$ cat src/rtl/trng_map_pkg.sv
// Shared widths, types and FSM encoding for the TRNG select-map loader.
package trng_map_pkg;

    localparam int SEL_W            = 3;
    localparam int ADDR_W           = 4;
    localparam int ENTRIES_PER_WORD = 8;
    localparam int PAIRS_PER_WORD   = ENTRIES_PER_WORD / 2;
    localparam int DATA_W           = ENTRIES_PER_WORD * SEL_W;
    localparam int PC_W             = $clog2(PAIRS_PER_WORD);

    typedef logic [SEL_W-1:0]  map_sel_t;
    typedef logic [ADDR_W-1:0] map_addr_t;
    typedef logic [PC_W-1:0]   map_pc_t;
    typedef logic [PC_W:0]     map_ent_t;

    typedef enum logic {
        ST_IDLE = 1'b0,
        ST_EMIT = 1'b1
    } map_ld_state_e;

    // Extract select entry k from a packed config word.
    function automatic map_sel_t entry_of(input logic [DATA_W-1:0] data, input map_ent_t k);
        return data[int'(k)*SEL_W +: SEL_W];
    endfunction

endpackage

$ cat src/rtl/trng_map_pair_pick.sv
// Finds the next pair with at least one enabled entry in a word mask.
// Used by trng_map_loader only when TRNG_MAP_LOADER_MASK_EN is defined.
module trng_map_pair_pick
    import trng_map_pkg::*;
(
    input  logic [ENTRIES_PER_WORD-1:0] mask,
    input  map_pc_t                     pc,
    input  logic                        from_start,
    output logic                        found,
    output map_pc_t                     next_pc,
    output logic                        next_is_last
);

    logic [PAIRS_PER_WORD-1:0] pair_en;
    logic [PAIRS_PER_WORD-1:0] cand;

    // from_start searches from pair 0 inclusive, otherwise strictly after pc.
    genvar gi;
    generate
        for (gi = 0; gi < PAIRS_PER_WORD; gi++) begin : g_pair
            assign pair_en[gi] = |mask[2*gi +: 2];
            assign cand[gi]    = pair_en[gi] && (from_start || (map_pc_t'(gi) > pc));
        end
    endgenerate

    always_comb begin
        found   = 1'b0;
        next_pc = '0;
        for (int p = PAIRS_PER_WORD - 1; p >= 0; p--) begin
            if (cand[p]) begin
                found   = 1'b1;
                next_pc = map_pc_t'(p);
            end
        end
        next_is_last = 1'b1;
        for (int p = 0; p < PAIRS_PER_WORD; p++) begin
            if (pair_en[p] && (map_pc_t'(p) > next_pc)) begin
                next_is_last = 1'b0;
            end
        end
    end

endmodule

$ cat src/rtl/trng_map_loader.sv
// Unpacks config words into paired writes to the TRNG select-map core.
// Optional per-entry write mask: define TRNG_MAP_LOADER_MASK_EN.
module trng_map_loader
    import trng_map_pkg::*;
(
    input  logic                        clk,
    input  logic                        rst,
    input  logic                        cfg_valid,
    output logic                        cfg_ready,
    input  logic                        cfg_bank,
    input  logic [DATA_W-1:0]           cfg_data,
`ifdef TRNG_MAP_LOADER_MASK_EN
    input  logic [ENTRIES_PER_WORD-1:0] cfg_mask,
`endif
    output logic                        valid,
    output map_sel_t                    trng_sel1,
    output map_sel_t                    trng_sel2,
    output map_addr_t                   trng_sel1adress,
    output map_addr_t                   trng_sel2adress,
    output logic                        load_done
);

    map_ld_state_e     state_reg, state_next;
    map_pc_t           pc_reg, pc_next;
    logic [DATA_W-1:0] data_reg, data_next;
    logic              bank_reg, bank_next;
    logic              valid_reg, valid_next;
    map_sel_t          sel1_reg, sel1_next;
    map_sel_t          sel2_reg, sel2_next;
    map_addr_t         addr1_reg, addr1_next;
    map_addr_t         addr2_reg, addr2_next;
    logic              load_done_reg, load_done_next;

    logic                        accept;
    logic                        load;
    logic                        cur_last;
    logic                        first_found;
    map_pc_t                     first_pc;
    logic                        first_last;
    map_pc_t                     step_pc;
    logic                        step_last;
    logic [ENTRIES_PER_WORD-1:0] word_mask;
    logic [ENTRIES_PER_WORD-1:0] held_mask;

    logic [DATA_W-1:0]           ld_data;
    logic                        ld_bank;
    logic [ENTRIES_PER_WORD-1:0] ld_mask;
    map_pc_t                     ld_pc;
    map_ent_t                    lo_idx, hi_idx;
    map_ent_t                    sel1_idx, sel2_idx;

`ifdef TRNG_MAP_LOADER_MASK_EN
    logic [ENTRIES_PER_WORD-1:0] mask_reg;
    logic                        step_found;

    assign word_mask = cfg_mask;
    assign held_mask = mask_reg;
    assign cur_last  = !step_found;

    trng_map_pair_pick u_first_pick (
        .mask        (cfg_mask),
        .pc          ('0),
        .from_start  (1'b1),
        .found       (first_found),
        .next_pc     (first_pc),
        .next_is_last(first_last)
    );

    trng_map_pair_pick u_step_pick (
        .mask        (mask_reg),
        .pc          (pc_reg),
        .from_start  (1'b0),
        .found       (step_found),
        .next_pc     (step_pc),
        .next_is_last(step_last)
    );

    always_ff @(posedge clk) begin
        if (rst) begin
            mask_reg <= '0;
        end else if (accept) begin
            mask_reg <= cfg_mask;
        end
    end
`else
    assign word_mask   = '1;
    assign held_mask   = '1;
    assign first_found = 1'b1;
    assign first_pc    = '0;
    assign first_last  = (PAIRS_PER_WORD == 1);
    assign step_pc     = pc_reg + 1'b1;
    assign step_last   = (step_pc == map_pc_t'(PAIRS_PER_WORD - 1));
    assign cur_last    = (pc_reg == map_pc_t'(PAIRS_PER_WORD - 1));
`endif

    always_ff @(posedge clk) begin
        if (rst) begin
            state_reg     <= ST_IDLE;
            pc_reg        <= '0;
            data_reg      <= '0;
            bank_reg      <= 1'b0;
            valid_reg     <= 1'b0;
            sel1_reg      <= '0;
            sel2_reg      <= '0;
            addr1_reg     <= '0;
            addr2_reg     <= '0;
            load_done_reg <= 1'b0;
        end else begin
            state_reg     <= state_next;
            pc_reg        <= pc_next;
            data_reg      <= data_next;
            bank_reg      <= bank_next;
            valid_reg     <= valid_next;
            sel1_reg      <= sel1_next;
            sel2_reg      <= sel2_next;
            addr1_reg     <= addr1_next;
            addr2_reg     <= addr2_next;
            load_done_reg <= load_done_next;
        end
    end

    // A word whose mask enables nothing never leaves IDLE.
    always_comb begin
        state_next = state_reg;
        case (state_reg)
            ST_IDLE: if (accept && first_found) state_next = ST_EMIT;
            ST_EMIT: if (cur_last) state_next = (accept && first_found) ? ST_EMIT : ST_IDLE;
        endcase
    end

    assign cfg_ready = (state_reg == ST_IDLE) || cur_last;
    assign accept    = cfg_valid && cfg_ready;

    // The pair being loaded comes from the new word on acceptance, else from the held word.
    assign ld_data  = accept ? cfg_data  : data_reg;
    assign ld_bank  = accept ? cfg_bank  : bank_reg;
    assign ld_mask  = accept ? word_mask : held_mask;
    assign ld_pc    = accept ? first_pc  : step_pc;
    assign lo_idx   = {ld_pc, 1'b0};
    assign hi_idx   = {ld_pc, 1'b1};
    assign sel1_idx = ld_mask[lo_idx] ? lo_idx : hi_idx;
    assign sel2_idx = ld_mask[hi_idx] ? hi_idx : lo_idx;

    always_comb begin
        pc_next        = pc_reg;
        data_next      = data_reg;
        bank_next      = bank_reg;
        sel1_next      = sel1_reg;
        sel2_next      = sel2_reg;
        addr1_next     = addr1_reg;
        addr2_next     = addr2_reg;
        load_done_next = 1'b0;
        load           = 1'b0;
        if (accept) begin
            data_next      = cfg_data;
            bank_next      = cfg_bank;
            pc_next        = first_pc;
            load           = first_found;
            load_done_next = first_found ? first_last : 1'b1;
        end else if (state_reg == ST_EMIT && !cur_last) begin
            pc_next        = step_pc;
            load           = 1'b1;
            load_done_next = step_last;
        end
        valid_next = load;
        if (load) begin
            sel1_next  = entry_of(ld_data, sel1_idx);
            sel2_next  = entry_of(ld_data, sel2_idx);
            addr1_next = {ld_bank, sel1_idx};
            addr2_next = {ld_bank, sel2_idx};
        end
    end

    assign valid           = valid_reg;
    assign trng_sel1       = sel1_reg;
    assign trng_sel2       = sel2_reg;
    assign trng_sel1adress = addr1_reg;
    assign trng_sel2adress = addr2_reg;
    assign load_done       = load_done_reg;

endmodule

$ cat config.mk
export PLATFORM = sky130hd
export DESIGN_NAME = trng_map_loader
export DESIGN_NICKNAME = d
export VERILOG_FILES = /design/src/rtl/trng_map_pkg.sv /design/src/rtl/trng_map_pair_pick.sv /design/src/rtl/trng_map_loader.sv
export SDC_FILE = /design/constraint.sdc
export NUM_CORES = 1
export LEC_CHECK = 0
export BUFFER_PORTS_ARGS = -buffer_cell sky130_fd_sc_hd__clkbuf_2
export CAP_MARGIN = 10
export CORE_MARGIN = 8
export CORE_UTILIZATION = 25
export DETAILED_ROUTE_END_ITERATION = 7
export GPL_TIMING_DRIVEN = 0
export PLACE_DENSITY = 0.56
export SKIP_CTS_REPAIR_TIMING = 1
export SLEW_MARGIN = 20
export SYNTH_ARGS = -nofsm -noshare
export SYNTH_HDL_FRONTEND = slang
export SYNTH_SLANG_ARGS = --single-unit
$ cat constraint.sdc
create_clock -name clk -period 2.35 [get_ports clk]
set_input_delay 0.1175 -clock clk [delete_from_list [all_inputs] [get_ports clk]]
set_output_delay 0.1175 -clock clk [all_outputs]
set_load 0.05 [all_outputs]
==> summary.txt <==
Status
  • Status: completed

Critical path
  • Reg2Reg Depth: 7
  • Crit Path Class: flop to flop
  • Crit path launch type: flop
  • RR Startpoint: pc_reg[0]$_SDFFE_PP0P_
  • CP endpoint kind: flop
  • CP required: 2560 ps
  • CP bufs+invs: 3
  • Reg-to-reg endpoint: trng_sel1[0]$_SDFFE_PP0P_
  • Delay-heaviest family, CP: simple AND/OR/NAND/NOR gates
  • Critical-path top delay cell: dfxtp_1
  • Worst reg2reg setup slack: 120 ps
  • Crit path largest cell delay: 500 ps
  • Crit Path Max Fanout: 10
  • Critical-path cell list: buf_6 > inv_1 > ha_1 > buf_2 > nor3b_2 > nand2_1 > a311oi_1
  • Arrival time at the worst endpoint: 2430 ps

Route
  • Routed len/inst: 14.88 um
  • DR DRC count: 0
  • DRT Wirelength: 5.297 mm
  • Vias per inst: 4.716
  • 1st-iter DRT viols: 86
  • Final antenna-violating net count: 0
  • Initial DRT Pass Iterations: 4
  • Total number of vias: 1679

Yosys
  • Synth Instances: 208
  • Synth Net Count: 238
  • Syn avg cell area: 8.674 um^2
  • Sequential share of the synthesized area: 44.38%
  • Netlist cell types: 29
  • FF+latch count, synth: 40
  • Mapped Area: 1804 um^2
  • Ys Warns: 0

Final layout
  • Fin nets: 286
  • Post-layout util: 31.15%
  • Antenna Cells: 0
  • Layout cell share with drive strength beyond 1: 28.79%
  • Area grow syn2layout: 23.23%
  • Max FFs per register: 24

Clocking
  • CTS Sinks: 40
  • CTS tree: done
  • CTS Buffer Depth: 2
  • Cts bufs inserted: 5
  • Clock latency on the worst-skew pair: 290 ps
  • Clock-pin slew on the worst setup and hold paths: 80 ps
  • CTS root buf: clkbuf_8
  • H-tree depth: 2

Floorplan
  • Core Area: 7137 um^2
  • Io pins: 45
  • Core Rows: 31
  • Initial core utilization: 25.28%
  • Die H: 101.0 um
  • Die X: 101.0 um
  • Full die area: 10190 um^2

Power
  • Comb pwr share: 19.5%
  • Clock power frac: 31.6%
  • P_int: 0.001058 W
  • Net Sw Power: 0.0004622 W
  • Share of power burned in registers: 48.9%
  • Pwr per Cell Area: 683.5 nW/um^2
  • Static leakage: 0.8639 nW
  • Max VDD drop: 0.0001832 V
  • Sw Share: 30.41%

GRT
  • Largest net degree at the start of global routing: 12
  • Initial antenna violation count: 0
  • First-pass GRT wire length: 8.845 mm
  • Vias in the first global route: 1784
  • Total gr overflow: 0
  • GRT Util Overall: 10.96%

Min path
  • WHS Endpoint: data_reg[14]$_SDFF_PP0_
  • Hold Startpoint: cfg_data[14]
  • Hold Path Class: input port to flop
  • Hold Path Depth: 3

Place
  • PortBufs: 41
  • Dpl ws: 158.2 ps
  • Dpl hpwl: 3.953 mm
  • GP Congestion: 0.8203

Timing
  • Crit path time final: 2228 ps
  • Max Slew Vio Count: 0
  • RSZ-0062 raised after global routing: false
  • Worst-margin pin slew: 569.5 ps
  • Period Utilization, post-route: 94.81%
  • Final setup violation count: 0
  • Setup TNS: 0 ps
  • Slew headroom: 62.04%
  • Clock skew: 6.404 ps
  • Final Hold Fails: 0
  • Worst setup margin: 121.9 ps
  • Fmax: 448.8 MHz

Run
  • Max_cap viols: 0
-- cell usage in the layout, fill, tap and decap left out, drive strengths merged --
master  instances
clkbuf         63
dfxtp          40
o21ai          31
a21oi          29
nand3          27
mux2           12
buf            12
nand2           7
nor3            7
o211ai          6
a311oi          6
nor2            4
inv             3
a31oi           2
ha              2
nor3b           2
nor2b           1
mux2i           1
a211oi          1
conb            1
-- area by class of cell --
type / count / area, um^2
plain buffers: 26 / 130.1
clock buffers: 8 / 90.09
multi-input cells: 139 / 862.1
inverters: 3 / 11.26
fillers: 812 / 4913
flip-flops and latches: 40 / 800.8
well taps: 99 / 123.9
repair buffers: 41 / 205.2
-- power by group through the flow --
stage / registers [W] / clock network [W] / logic (W)
6_report: 0.000743 / 0.000480 / 0.000296
3_3_place_gp: 0.000758 / 0 / 0.000296
5_1_grt: 0.000748 / 0.000515 / 0.000326
4_1_cts: 0.000743 / 0.000488 / 0.000299
2_1_floorplan: 0.000803 / 0 / 0.000165
3_5_place_dp: 0.000759 / 0 / 0.000298
-- worst min-delay path, stage by stage --
cell      delay [ps]
clkbuf_2          80
nand3_1           70
a21oi_1           50
-- layer usage --
layer,wire length [um],vias to the layer above,GRT usage (%)
li1,-,844,-
met1,2442,774,13.31
met2,2377,51,17.42
met3,347,10,3.177
met4,129,0,5.040
met5,0,-,0
-- stage by stage --
step	hold slack, ps	power [W]	instances	instance area [um^2]
after CTS	64.53	0.001530	356	2223
after global routing	77.73	0.001589	356	2223
after detailed placement	378.9	0.001057	348	2133
final	69.03	0.001520	356	2223
after floorplan	281.2	0.0009674	208	1804
after global placement	377.6	0.001054	348	2133
-- logic make-up (layout without fill, tap and decap cells) --
group	count (synthesis)	after routing	share of synthesized area, %
simple gates	48	48	13.31
fa+ha+maj	2	2	1.387
other cells	1	1	0.2078
buf+inv	29	78	7.836
mux	13	13	8.460
compound gates	75	75	24.41
flops	40	40	44.38
-- cells in the mapped netlist, drive strengths merged --
cell type / n / area (um^2)
a211oi: 1 / 7.510
a21oi: 29 / 145.1
a311oi: 6 / 65.06
a31oi: 2 / 12.51
buf: 12 / 77.57
clkbuf: 14 / 52.55
conb: 1 / 3.750
dfxtp: 40 / 800.8
ha: 2 / 25.02
inv: 3 / 11.26
mux2: 12 / 142.6
mux2i: 1 / 10.01
nand2: 7 / 26.28
nand3: 27 / 135.1
nor2: 4 / 15.01
nor2b: 1 / 8.760
nor3: 7 / 35.03
nor3b: 2 / 20.02
o211ai: 6 / 55.05
o21ai: 31 / 155.2
-- how the worst max path moves through the flow --
stage	from	to	cells past startpoint
2_1_floorplan	pc_reg[0]$_SDFFE_PP0P_	trng_sel1[2]$_SDFFE_PP0P_	7
3_3_place_gp	pc_reg[0]$_SDFFE_PP0P_	trng_sel1[0]$_SDFFE_PP0P_	7
3_5_place_dp	pc_reg[0]$_SDFFE_PP0P_	trng_sel1[0]$_SDFFE_PP0P_	7
4_1_cts	pc_reg[0]$_SDFFE_PP0P_	trng_sel1[0]$_SDFFE_PP0P_	7
5_1_grt	pc_reg[0]$_SDFFE_PP0P_	trng_sel2[0]$_SDFFE_PP0P_	7
6_report	pc_reg[0]$_SDFFE_PP0P_	trng_sel1[0]$_SDFFE_PP0P_	7
Note: power is estimated with default switching activity, not from simulation.
